===== src/rtl/pc_pkg.sv =====
// rtl/pc_pkg.sv - shared next-PC select encoding and alignment constant for the fetch PC slice
package pc_pkg;

  typedef enum logic [2:0] {
    SEL_SEQ,
    SEL_BR,
    SEL_JMP,
    SEL_JR,
    SEL_RAS,
    SEL_EXC
  } pc_sel_e;

  // Instructions are word aligned; this many low PC bits are always zero.
  localparam int PC_ALIGN = 2;

endpackage


===== src/rtl/pc_if.sv =====
// rtl/pc_if.sv - redirect/control bundle between decode/branch resolution and the fetch PC unit
interface pc_if #(
  parameter int WORD_SIZE = 32
);

  logic                 stall;
  logic                 br_taken;
  logic [WORD_SIZE-1:0] br_offset;
  logic                 jmp;
  logic [25:0]          jmp_index;
  logic                 jr;
  logic [WORD_SIZE-1:0] jr_target;
  logic                 exc;
  logic                 call;
  logic                 ret;
  logic [WORD_SIZE-1:0] pc;
  logic [WORD_SIZE-1:0] pc_plus4;
  logic                 misaligned;
  logic                 ras_hit;

  modport master (
    output stall, br_taken, br_offset, jmp, jmp_index, jr, jr_target, exc, call, ret,
    input  pc, pc_plus4, misaligned, ras_hit
  );

  modport slave (
    input  stall, br_taken, br_offset, jmp, jmp_index, jr, jr_target, exc, call, ret,
    output pc, pc_plus4, misaligned, ras_hit
  );

endinterface


===== src/rtl/pc_ras.sv =====
// rtl/pc_ras.sv - circular return-address LIFO; a push when full overwrites the oldest entry
module pc_ras #(
  parameter int WIDTH = 32,
  parameter int DEPTH = 4
) (
  input  logic             clk,
  input  logic             rst,
  input  logic             i_push,
  input  logic             i_pop,
  input  logic [WIDTH-1:0] i_data,
  output logic [WIDTH-1:0] o_top,
  output logic             o_empty,
  output logic             o_full
);

  localparam int PTR_W = $clog2(DEPTH);
  localparam int CNT_W = $clog2(DEPTH + 1);

  logic [WIDTH-1:0] r_mem [DEPTH];
  logic [PTR_W-1:0] r_top;
  logic [CNT_W-1:0] r_count;
  logic [PTR_W-1:0] w_top_inc;
  logic             w_pop;

  assign w_top_inc = r_top + PTR_W'(1);
  assign w_pop     = i_pop && !o_empty;
  assign o_empty   = (r_count == '0);
  assign o_full    = (r_count == CNT_W'(DEPTH));
  assign o_top     = r_mem[r_top];

  // Pointer wraps naturally (DEPTH is a power of two), so a full push lands on the oldest slot.
  always_ff @(posedge clk or negedge rst) begin
    if (!rst) begin
      r_top   <= '0;
      r_count <= '0;
    end else if (i_push && w_pop) begin
      r_top   <= r_top;
      r_count <= r_count;
    end else if (i_push) begin
      r_top   <= w_top_inc;
      r_count <= o_full ? r_count : r_count + CNT_W'(1);
    end else if (w_pop) begin
      r_top   <= r_top - PTR_W'(1);
      r_count <= r_count - CNT_W'(1);
    end
  end

  // Simultaneous pop and push replaces the current top in place.
  always_ff @(posedge clk) begin
    if (i_push) begin
      r_mem[w_pop ? r_top : w_top_inc] <= i_data;
    end
  end

endmodule


===== src/rtl/pc_unit.sv =====
// rtl/pc_unit.sv - MIPS fetch PC register with prioritised next-PC select
// Define PC_RAS_EN to add the return-address stack (call/ret, ras_hit).
module pc_unit
  import pc_pkg::*;
#(
  parameter int                   WORD_SIZE    = 32,
  parameter logic [WORD_SIZE-1:0] RESET_VECTOR = '0,
  parameter logic [WORD_SIZE-1:0] EXC_VECTOR   = 32'h8000_0180,
  parameter int                   RAS_DEPTH    = 4
) (
  input logic  clk,
  input logic  rst,
  pc_if.slave  bus
);

  logic [WORD_SIZE-1:0] r_pc;
  logic                 r_misaligned;
  logic [WORD_SIZE-1:0] w_pc_plus4;
  logic [WORD_SIZE-1:0] w_next_pc;
  logic [WORD_SIZE-1:0] w_ras_top;
  logic                 w_accept;
  logic                 w_ras_pop;
  pc_sel_e              w_sel;

  assign w_pc_plus4 = r_pc + WORD_SIZE'(4);
  assign w_accept   = !bus.exc && !bus.stall;

`ifdef PC_RAS_EN
  logic r_ras_hit;
  logic w_ras_push;
  logic w_ras_empty;
  logic w_ras_full;

  assign w_ras_pop  = w_accept && bus.jr && bus.ret && !w_ras_empty;
  assign w_ras_push = w_accept && bus.call && (bus.jmp || bus.jr);

  pc_ras #(
    .WIDTH (WORD_SIZE),
    .DEPTH (RAS_DEPTH)
  ) u_ras (
    .clk     (clk),
    .rst     (rst),
    .i_push  (w_ras_push),
    .i_pop   (w_ras_pop),
    .i_data  (w_pc_plus4),
    .o_top   (w_ras_top),
    .o_empty (w_ras_empty),
    .o_full  (w_ras_full)
  );

  wire w_unused_ok = w_ras_full;

  always_ff @(posedge clk or negedge rst) begin
    if (!rst) begin
      r_ras_hit <= 1'b0;
    end else if (!bus.stall || bus.exc) begin
      r_ras_hit <= (w_sel == SEL_RAS);
    end
  end

  assign bus.ras_hit = r_ras_hit;
`else
  assign w_ras_pop   = 1'b0;
  assign w_ras_top   = '0;
  assign bus.ras_hit = 1'b0;

  wire w_unused_ok = &{1'b0, bus.call, bus.ret};
`endif

  // Stall is applied at the register enable, so select only ranks the redirect sources.
  always_comb begin
    w_sel = SEL_SEQ;
    if (bus.exc) begin
      w_sel = SEL_EXC;
    end else if (bus.jr) begin
      w_sel = w_ras_pop ? SEL_RAS : SEL_JR;
    end else if (bus.jmp) begin
      w_sel = SEL_JMP;
    end else if (bus.br_taken) begin
      w_sel = SEL_BR;
    end
  end

  always_comb begin
    w_next_pc = w_pc_plus4;
    case (w_sel)
      SEL_EXC: w_next_pc = EXC_VECTOR;
      SEL_RAS: w_next_pc = w_ras_top;
      SEL_JR:  w_next_pc = {bus.jr_target[WORD_SIZE-1:PC_ALIGN], {PC_ALIGN{1'b0}}};
      SEL_JMP: w_next_pc = {w_pc_plus4[WORD_SIZE-1:28], bus.jmp_index, {PC_ALIGN{1'b0}}};
      SEL_BR:  w_next_pc = w_pc_plus4 + (bus.br_offset << PC_ALIGN);
      default: w_next_pc = w_pc_plus4;
    endcase
  end

  always_ff @(posedge clk or negedge rst) begin
    if (!rst) begin
      r_pc         <= RESET_VECTOR;
      r_misaligned <= 1'b0;
    end else if (!bus.stall || bus.exc) begin
      r_pc         <= w_next_pc;
      r_misaligned <= (w_sel == SEL_JR) && (|bus.jr_target[PC_ALIGN-1:0]);
    end
  end

  assign bus.pc         = r_pc;
  assign bus.pc_plus4   = w_pc_plus4;
  assign bus.misaligned = r_misaligned;

endmodule


===== src/flat_wrapper.sv =====
// flat-port wrapper written by rule: the top's interface ports become plain ports
module pc_unit_flat import pc_pkg::*;
#(
  parameter int                   WORD_SIZE    = 32,
  parameter logic [WORD_SIZE-1:0] RESET_VECTOR = '0,
  parameter logic [WORD_SIZE-1:0] EXC_VECTOR   = 32'h8000_0180,
  parameter int                   RAS_DEPTH    = 4
)
  (clk, rst, bus_stall, bus_br_taken, bus_br_offset, bus_jmp, bus_jmp_index, bus_jr, bus_jr_target, bus_exc, bus_call, bus_ret, bus_pc, bus_pc_plus4, bus_misaligned, bus_ras_hit);
  pc_if #(.WORD_SIZE(WORD_SIZE)) bus_i ();
  input logic clk;
  input logic rst;
  input wire logic [$bits(bus_i.stall)-1:0] bus_stall;
  input wire logic [$bits(bus_i.br_taken)-1:0] bus_br_taken;
  input wire logic [$bits(bus_i.br_offset)-1:0] bus_br_offset;
  input wire logic [$bits(bus_i.jmp)-1:0] bus_jmp;
  input wire logic [$bits(bus_i.jmp_index)-1:0] bus_jmp_index;
  input wire logic [$bits(bus_i.jr)-1:0] bus_jr;
  input wire logic [$bits(bus_i.jr_target)-1:0] bus_jr_target;
  input wire logic [$bits(bus_i.exc)-1:0] bus_exc;
  input wire logic [$bits(bus_i.call)-1:0] bus_call;
  input wire logic [$bits(bus_i.ret)-1:0] bus_ret;
  output wire logic [$bits(bus_i.pc)-1:0] bus_pc;
  output wire logic [$bits(bus_i.pc_plus4)-1:0] bus_pc_plus4;
  output wire logic [$bits(bus_i.misaligned)-1:0] bus_misaligned;
  output wire logic [$bits(bus_i.ras_hit)-1:0] bus_ras_hit;
  assign bus_i.stall = bus_stall;
  assign bus_i.br_taken = bus_br_taken;
  assign bus_i.br_offset = bus_br_offset;
  assign bus_i.jmp = bus_jmp;
  assign bus_i.jmp_index = bus_jmp_index;
  assign bus_i.jr = bus_jr;
  assign bus_i.jr_target = bus_jr_target;
  assign bus_i.exc = bus_exc;
  assign bus_i.call = bus_call;
  assign bus_i.ret = bus_ret;
  assign bus_pc = bus_i.pc;
  assign bus_pc_plus4 = bus_i.pc_plus4;
  assign bus_misaligned = bus_i.misaligned;
  assign bus_ras_hit = bus_i.ras_hit;
  pc_unit #(.WORD_SIZE(WORD_SIZE), .RESET_VECTOR(RESET_VECTOR), .EXC_VECTOR(EXC_VECTOR), .RAS_DEPTH(RAS_DEPTH)) u_core (.clk(clk), .rst(rst), .bus(bus_i));
endmodule

===== config.mk =====
export PLATFORM = sky130hd
export DESIGN_NAME = pc_unit_flat
export DESIGN_NICKNAME = d
export VERILOG_FILES = /design/src/rtl/pc_pkg.sv /design/src/rtl/pc_if.sv /design/src/rtl/pc_ras.sv /design/src/rtl/pc_unit.sv /design/src/flat_wrapper.sv
export SDC_FILE = /design/constraint.sdc
export NUM_CORES = 1
export LEC_CHECK = 0
export BUFFER_PORTS_ARGS = -buffer_cell sky130_fd_sc_hd__buf_2
export CAP_MARGIN = 20
export CORE_ASPECT_RATIO = 1.1
export CORE_UTILIZATION = 55
export DETAILED_ROUTE_END_ITERATION = 8
export PLACE_DENSITY = 0.89
export SLEW_MARGIN = 0
export SYNTH_ARGS = -nofsm -noshare
export SYNTH_HDL_FRONTEND = slang
export SYNTH_SLANG_ARGS = --single-unit

===== constraint.sdc =====
create_clock -name clk -period 5.9 [get_ports clk]
set_clock_uncertainty 0.1 [all_clocks]
set_input_delay 0.59 -clock clk [delete_from_list [all_inputs] [get_ports clk]]
set_output_delay 0.59 -clock clk [all_outputs]
set_load 0.005 [all_outputs]

======== Word level (Yosys, flattened, before mapping) ========
Cells that the tools add are included.
operators by class
  add/subtract/negate cells ............... 2
  bitwise operators ....................... 0
  magnitude comparators ................... 0
  mux-type cells .......................... 5
  reductions and logical operators ........ 4
  divide/modulo/power cells ............... 0
  shift operators ......................... 0
  eq/ne operators ......................... 5
  $mul .................................... 0
operators by type and width
  kind                                                 number
  case mux 32 bit (5 select lines)                     1
  adder 32 x 3 -> 32 bit, second input constant        1
  adder 32 bit                                         1
  2-to-1 mux 3 bit                                     3
  equality test 3 x 2 -> 1 bit, second input constant  2
  equality test 3 bit, second input constant           2
  equality test 3 x 1 -> 1 bit, second input constant  1
  OR reduction 2 bit                                   1
  logical AND 1 bit                                    1
  logical NOT 1 bit                                    1
  logical OR 1 bit                                     1
  2-to-1 mux 1 bit                                     1
storage, ports and cells
  ROM bits ................................ 0
  latch bits .............................. 0
  bits in registers ....................... 33
  memories ................................ 0
  bits in writable memories ............... 0

======== Longest topological paths before layout ========
Gate-level depths: netlist of run 1.
  word-level depth ........................ 6
  gate-level depth with buffers ........... 18

======== Worst setup path before layout of run 1 ========
OpenSTA, ideal clock, no wires.
  path type ............................... reg2reg
  from .................................... reg u_core.r_pc[5] (netlist: u_core.bus.pc[5])
  to ...................................... reg u_core.r_pc[28] (netlist: u_core.bus.pc[28])
  slack ................................... 2.011 ns
  clock period less this slack ............ 3.889 ns
  setup time .............................. 0.111 ns
  buffers on the path ..................... 1
  cell stages (with the launch flop) ...... 18
  data arrival time ....................... 3.677 ns
  path through ............................ dfrtp_1 buf_2 nand4_4 nor4_4 nand2_2 nor2_1 and2_1 nand3_1 xnor2_1 ha_1 a21oi_1 o21ai_0 a21o_1 a2111oi_0 a21oi_1 a31oi_1 xor2_1 a2111oi_2
on the way
  longest elaborated chain between the ends .. 3
ends and longest elaborated chain
  what                              RTL line            RTL
  from (decl)                       pc_unit.sv:16       logic [WORD_SIZE-1:0] r_pc;
  from (signal assigned)            pc_unit.sv:101      r_pc <= w_next_pc;
  adder 32 x 3 -> 32 bit            pc_unit.sv:25       assign w_pc_plus4 = r_pc + WORD_SIZE'(4);
  via bus_pc_plus4[21]              flat_wrapper.sv:24  output wire logic [$bits(bus_i.pc_plus4)-1:0] bus_pc_plus4;
  adder 32 bit                      pc_unit.sv:91       SEL_BR: w_next_pc = w_pc_plus4 + (bus.br_offset << PC_ALIGN);
  case mux 32 bit (5 select lines)  pc_unit.sv:86       case (w_sel)
The timed path passes the listed nets, and every way through them passes these cells.
A chain may end at the register's enable or synchronous reset.

======== Worst setup path in the final report of run 1 ========
  from .................................... reg u_core.r_pc[5] (netlist: u_core.bus.pc[5])
  to ...................................... reg u_core.r_pc[28] (netlist: u_core.bus.pc[28])
on the way
  longest elaborated chain between the ends .. 3
ends and longest elaborated chain
  what                                RTL line
  adder 32 x 3 -> 32 bit *            pc_unit.sv:25
  adder 32 bit                        pc_unit.sv:91
  case mux 32 bit (5 select lines) *  pc_unit.sv:86
Every way passes the cells marked *; elsewhere a longest branch is shown, timed or not.

==> results of run 1 <==
## sequential cells by signal, indices dropped and copies added (netlist names)
name                   cells
u_core.bus.misaligned      1
u_core.bus.pc             30
## through the flow
stage / area (um^2) / instances
floorplan: 4260 / 591
global placement: 5050 / 816
detailed placement: 5050 / 816
CTS: 5150 / 824
global route: 5150 / 824
finish: 5150 / 824
## power by group through the flow
stage / Clock (mW) / Sequential [mW] / Combinational, mW
2_1_floorplan: 0 / 0.277 / 0.367
3_3_place_gp: 0 / 0.285 / 0.516
3_5_place_dp: 0 / 0.288 / 0.529
4_1_cts: 0.200 / 0.284 / 0.534
5_1_grt: 0.208 / 0.291 / 0.593
6_report: 0.202 / 0.286 / 0.542
## path summary, 6_finish.rpt
kind,to,slack [ns],cells after the start
min in group clk,u_core.bus.misaligned$_DFFE_PN0P_,0.39,2
worst max register to register,u_core.bus.pc[28]$_DFFE_PN0P_,1.36,16
max in group asynchronous,u_core.bus.pc[28]$_DFFE_PN0P_,4.91,1
worst min-delay path,u_core.bus.pc[30]$_DFFE_PN0P_,0.28,1
worst min register to register,u_core.bus.misaligned$_DFFE_PN0P_,0.39,2
worst max-delay path,u_core.bus.pc[28]$_DFFE_PN0P_,1.36,16
## cells by family (layout without fill, tap and decap cells)
| logic type | count (synthesis) | in the layout | synth area share (%) |
|---|---|---|---|
| simple gates | 214 | 214 | 24.6 |
| other cells | 1 | 5 | 0.0883 |
| fa+ha+maj | 33 | 33 | 9.90 |
| compound gates | 200 | 200 | 30.5 |
| xor+xnor | 51 | 51 | 10.5 |
| mux | 4 | 4 | 0.943 |
| buf+inv | 53 | 181 | 5.24 |
| flops | 31 | 31 | 18.3 |
## layer usage
metal / part of all wire (%) / vias to the layer above
li1: - / 2413
met1: 40 / 2339
met2: 49 / 301
met3: 9.6 / 31
met5: 0 / -
met4: 2.1 / 0
## layout make-up
type | instances | area [um^2] | area share (%)
clock buffer | 8 | 100 | 1.94
timing repair buffer | 160 | 813 | 15.8
multi-input combinational | 507 | 3280 | 63.7
inverter | 13 | 48.8 | 0.948
sequential | 31 | 776 | 15.1
tap | 105 | 131 | 2.55
## layout by cell type, fill, tap and decap left out, types with 5 or more instances in the layout
master      n
a21o_1     16
a21oi_1    61
a222oi_1    6
a31oi_1    12
and3_1     10
buf_2     155
buf_4       5
clkbuf_8    7
conb_1      5
dfrtp_1    31
ha_1       32
inv_1      12
nand2_1    67
nand2b_1    8
nand3_1    19
nand3b_1    5
nand4_1     9
nor2_1     57
nor2b_1     7
nor3_1      9
o21ai_0    38
o21bai_1    5
o22ai_1     7
o31ai_1     7
xnor2_1    30
xor2_1     21
==> impl_metrics.yaml, run 1 <==
setup_path:
  worstPathArrival_ns: 4.62
  max_stage_delay_ns: 0.54
  crit_required_ns: 5.98
  path_class: "reg2reg"
  crit_chain: "nand4_4 > nor4_4 > nand2_2 > nor2_1 > and2_1 > nand3_1 > xnor2_1 > ha_1 > a21oi_1 > o21ai_0 > a21o_1 > a2111oi_0 > a21oi_1 > a31oi_1 > xor2_1 > a2111oi_2"
  worstReg2RegStart: "u_core.bus.pc[5]$_DFFE_PN0P_"
  path_buf_inv: 0
  critPathLaunch: "u_core.bus.pc[5]$_DFFE_PN0P_"
  worstSetupStartpointType: "flop"
  path_delay_family: "compound AO/OA/AOI/OAI gates"
  crit_slowest_cell: "dfrtp_1"
  setup.worst_path.end_class: "flop"
  crit_top_cell: "a21oi_1"
  worstPathMaxFanout: 8
place:
  dp_hpwl_mm: 10.6
  place_congestion: 0.972
  portBuffers: 155
  pre_cts_slack_ns: 1.48
global_route:
  met1_usage_pct: 42.4
  use_met2_pct: 62.0
  overflow: 0
  globalRouteMet3Util_pct: 6.50
  grt_pass1_wl_mm: 22.8
  grt_usage_pct: 35.4
  grt_pass1_vias: 4839
  gr-max-usage-layer: "met2"
  antenna_found_initial: 0
  grt_max_degree: 50
drt:
  avgRoutedWirePerCell_um: 17.3
  viasPerCell: 6.17
  remaining_drc_errors: 0
  wl_mm: 14.3
  drtIter0Drc: 399
  ant_nets: 0
  vias: 5084
  firstDrtPassIters: 5
power_and_ir_drop:
  switching_share_pct: 43.3
  peakVddDrop_uv: 142
  pwr-share-clk_pct: 19.6
  p_int_mw: 0.584
  pwr-share-comb_pct: 52.7
  switchingPower_mw: 0.446
  power_mw: 1.03
  p_leak_nw: 2.46
  seqPwrFrac_pct: 27.7
  p_per_area_nw_per_um2: 200
synthesis:
  ys_top_cells_by_area: "dfrtp_1 (18%), ha_1 (9.4%), a21oi_1 (7.2%)"
  syn_avg_cell_area_um2: 7.23
  yosys.cell_count.top_type: "nand2_1"
  yosysSeqAreaShare_pct: 18.3
  synth_top_area_cell: "dfrtp_1"
  synth_edf_count: 0
  synthArstFlopShare_pct: 100
  yosysWarnings: 0
  ys_seq_elements: 31
  synth_top_flop_cell: "dfrtp_1"
  yosys.cell_types.count: 66
  ys_top_cells_by_count: "nand2_1 (67), a21oi_1 (61), nor2_1 (57)"
  synth_top_area_share_pct: 18.3
  netlist_area_um2: 4250
  syn_inst: 587
floorplan:
  ios: 165
  die_y_um: 94.2
  die_area_um2: 8080
  start_util_pct: 56.8
  dieWidth_um: 85.8
  rows: 33
  core_area_um2: 7470
clock_network:
  clock-sinks: 31
  post_cts_resize_count: 0
  cts_hold_buf: 0
  cts-htree-levels: 2
  cts_tree: "built"
  cts_buffers: 5
  cts_buffer_depth: 2
  clk_latency_ns: 0.30
  post-cts-setup-buffers: 0
  ctsRootBufferMaster: "clkbuf_8"
  clk_pin_slew_worst_paths_ns: 0.07
worst_hold_path:
  hp-class: "in2async"
layout:
  layout.nets: 850
  drive_above_1_share_pct: 24.9
  area_growth_pct: 21.2
  final_util_pct: 68.9
  fillers: 646
  n_antenna_cell: 0
timing:
  finalCritPeriodShare_pct: 76.9
  fmax_mhz: 220
  hold_slack_ns: 0.284
  finalSetupViolations: 0
  rsz0062_at_grt: "no"
  period_minus_slack_ns: 4.54
  tns_ns: 0
  final-hold-violation-count: 0
  layout_setup_ws_ns: 1.36
  worst_slew_pin_slew_ns: 0.871
  slew_viol_final: 0
  max_slew_margin_pct: 41.8
run:
  cap_viol_max_count: 0
run_status:
  status: "finished, final reports clean"
No activity file was read; power rests on OpenSTA's default activity.
==> inputs of run 2 (changes only) <==
--- a/config.mk
+++ b/config.mk
@@ -5,12 +5,13 @@
 export SDC_FILE = /design/constraint.sdc
 export NUM_CORES = 1
 export LEC_CHECK = 0
+export ABC_AREA = 1
 export BUFFER_PORTS_ARGS = -buffer_cell sky130_fd_sc_hd__buf_2
 export CAP_MARGIN = 20
 export CORE_ASPECT_RATIO = 1.1
-export CORE_UTILIZATION = 55
+export CORE_UTILIZATION = 48
 export DETAILED_ROUTE_END_ITERATION = 8
-export PLACE_DENSITY = 0.89
+export PLACE_DENSITY = 0.79
 export SLEW_MARGIN = 0
 export SYNTH_ARGS = -nofsm -noshare
 export SYNTH_HDL_FRONTEND = slang
==> constraint.sdc (replaced) <==
create_clock -name clk -period 3.7 [get_ports clk]
set_clock_uncertainty 0.1 [all_clocks]
set_input_delay 0.37 -clock clk [delete_from_list [all_inputs] [get_ports clk]]
set_output_delay 0.37 -clock clk [all_outputs]
set_load 0.005 [all_outputs]
==> run 2 against run 1 <==
Against the previous run: sequential cell count unchanged; non-clock buffer count increased by 2; sequential power grew 59%; clock-buffer cell count shrank 2; utilization down 9.6 points; highest routed layer unchanged.
==> impl_metrics.yaml, run 2 <==
drt:
  viasPerCell: 5.48
  wl_mm: 19.1
  avgRoutedWirePerCell_um: 16.0
  ant_nets: 0
  firstDrtPassIters: 7
  drtIter0Drc: 649
  vias: 6538
  remaining_drc_errors: 0
synthesis:
  yosys.cell_types.count: 46
  netlist_area_um2: 5110
  yosysSeqAreaShare_pct: 15.2
  syn_avg_cell_area_um2: 5.67
  syn_inst: 901
  yosysWarnings: 0
  ys_top_cells_by_area: "nand2_1 (24%), dfrtp_1 (15%), inv_1 (9.3%)"
  yosys.cell_count.top_type: "nand2_1"
  synth_top_area_cell: "nand2_1"
  synth_top_flop_cell: "dfrtp_1"
  synthArstFlopShare_pct: 100
  synth_edf_count: 0
  synth_top_area_share_pct: 23.7
  ys_seq_elements: 31
  ys_top_cells_by_count: "nand2_1 (323), inv_1 (126), nand3_1 (73)"
floorplan:
  die_y_um: 110
  ios: 165
  start_util_pct: 49.2
  core_area_um2: 10400
  die_area_um2: 11100
  dieWidth_um: 100
  rows: 39
worst_hold_path:
  hp-class: "in2async"
timing:
  fmax_mhz: 288
  rsz0062_at_grt: "no"
  finalSetupViolations: 0
  worst_slew_pin_slew_ns: 0.907
  tns_ns: 0
  final-hold-violation-count: 0
  finalCritPeriodShare_pct: 93.9
  max_slew_margin_pct: 39.5
  slew_viol_final: 0
  period_minus_slack_ns: 3.47
  hold_slack_ns: 0.0585
layout:
  drive_above_1_share_pct: 20.4
  fillers: 1115
  largest_reg_flops: 30
  final_cell_mix: "nand2_1 (323), buf_2 (155), inv_1 (126), nand3_1 (73), nor2_1 (63)"
  final_util_pct: 59.2
  layout.cells.non_filler: 1194
  layout_commonest_cell: "nand2_1"
  layout.nets: 1184
  area_growth_pct: 20.4
  n_antenna_cell: 0
setup_path:
  crit_top_cell: "nand2_1"
  worstPathMaxFanout: 6
  path_class: "reg2reg"
  crit_chain: "nand2_1 > nor2_1 > nand3_1 > nor2_2 > xor2_1 > ha_1 > nand2_1 > inv_1 > a21oi_1 > o21ai_0 > a21oi_1 > nand3_1 > nand3_1 > nand2_1 > nand2_1 > nand2_1"
  max_stage_delay_ns: 0.50
  reg2reg_to: "u_core.bus.pc[29]$_DFFE_PN0P_"
  crit_slowest_cell: "xor2_1"
  crit_required_ns: 3.77
  worstSetupStartpointType: "flop"
  setup.worst_path.end_class: "flop"
  worstReg2RegStart: "u_core.bus.pc[4]$_DFFE_PN0P_"
  ff2ff_path_depth: 16
  worstPathArrival_ns: 3.54
  rrSetupSlack_ns: 0.23
global_route:
  gr-max-usage-layer: "met2"
  grt_pass1_vias: 5800
  globalRouteMet3Util_pct: 4.41
  grt_max_degree: 42
  overflow: 0
  grt_usage_pct: 34.6
  grt_pass1_wl_mm: 29.3
  met1_usage_pct: 43.8
  use_met2_pct: 58.8
  antenna_found_initial: 0
power_and_ir_drop:
  p_leak_nw: 3.57
  peakVddDrop_uv: 252
  p_per_area_nw_per_um2: 304
  power_mw: 1.87
clock_network:
  clk_latency_ns: 0.28
  clk_pin_slew_worst_paths_ns: 0.05
  cts-htree-levels: 2
  cts_buffers: 5
  cts_tree: "built"
  clock-sinks: 31
  ctsRootBufferMaster: "clkbuf_16"
  cts_buffer_depth: 2
run:
  cap_viol_max_count: 0
place:
  place_congestion: 1.02
  dp.cells: 1187
  portBuffers: 155
  dp_hpwl_mm: 15.6
run_status:
  status: "finished, final reports clean"
[run 2: cell count changes after synthesis, moves of 11 or more]
cell / delta
nand2_1: +256
inv_1: +114
nand3_1: +54
clkbuf_1: -27
xnor2_1: -24
a21o_1: -15
a21oi_1: -12
a31oi_1: -11
[run 2: worst max-delay path: cells and delay by family, from the launching register on]
family,cells,cell delay (ns)
adders and majority gates,1,0.40
AOI/OAI and AO/OA,3,0.71
and+or+nand+nor,10,1.11
buffers and inverters,1,0.05
xor gates and xnor gates,1,0.50
DFF,1,0.47
[run 2: how the worst max path moves through the flow]
| stage | to | cells past startpoint | start | slack [ns] |
|---|---|---|---|---|
| 2_1_floorplan | u_core.bus.pc[27]$_DFFE_PN0P_ | 18 | u_core.bus.pc[2]$_DFFE_PN0P_ | 0.76 |
| 3_3_place_gp | u_core.bus.pc[19]$_DFFE_PN0P_ | 19 | u_core.bus.pc[2]$_DFFE_PN0P_ | 0.26 |
| 3_5_place_dp | u_core.bus.pc[19]$_DFFE_PN0P_ | 19 | u_core.bus.pc[2]$_DFFE_PN0P_ | 0.16 |
| 4_1_cts | u_core.bus.pc[19]$_DFFE_PN0P_ | 19 | u_core.bus.pc[2]$_DFFE_PN0P_ | 0.14 |
| 5_1_grt | u_core.bus.pc[20]$_DFFE_PN0P_ | 19 | u_core.bus.pc[3]$_DFFE_PN0P_ | 0.007 |
| 6_report | u_core.bus.pc[29]$_DFFE_PN0P_ | 16 | u_core.bus.pc[4]$_DFFE_PN0P_ | 0.23 |
[run 2: logic make-up (layout without fill, tap and decap cells)]
kind of cell             after synthesis  count (layout)  share of synthesized area [%]
AO/OA/AOI/OAI                        119             119                           13.2
XOR/XNOR                              24              24                           4.11
flip-flops                            31              31                           15.2
AND/OR/NAND/NOR                      536             536                           46.4
other                                  1               5                         0.0734
adder cells (fa/ha/maj)               33              33                           8.23
buffers and inverters                157             303                           12.8
[run 2: per-stage QoR]
| stage | instance area, um^2 | worst slack [ns] |
|---|---|---|
| 3_5_place_dp | 5980 | 0.155 |
| 4_1_cts | 6110 | 0.139 |
| 6_report | 6160 | 0.226 |
| 3_3_place_gp | 5980 | 0.258 |
| 2_1_floorplan | 5130 | 0.757 |
| 5_1_grt | 6160 | 0.00689 |
[run 2: layout make-up]
| class | count | area [um^2] | share of cell area, % |
|---|---|---|---|
| tap | 143 | 179 | 2.91 |
| multi-input combinational | 717 | 3730 | 60.7 |
| sequential | 31 | 778 | 12.6 |
| timing repair buffer | 162 | 828 | 13.5 |
| inverter | 135 | 507 | 8.23 |
| clock buffer | 6 | 129 | 2.09 |
[run 2: timing repair]
| action | CTS | global route |
|---|---|---|
| setup endpoints to repair | 0 | 9 |
| gates resized for setup | 0 | 10 |
| buffers inserted | 0 | 1 |
| hold buffers | 0 | 0 |
| endpoints found under the hold margin | 0 | 0 |
[run 2: power by group]
group	internal (mW)	switching [mW]	leakage [nW]
Clock	0.242	0.143	0.0628
Combinational	0.370	0.660	3.12
Sequential	0.383	0.0720	0.388
[run 2: metal layers]
layer	share of wire [%]	wire length [um]	vias up
met5	0	0	-
met4	4.9	934	0
met3	8.9	1710	54
met2	46	8760	401
met1	40	7690	2884
li1	-	-	3199
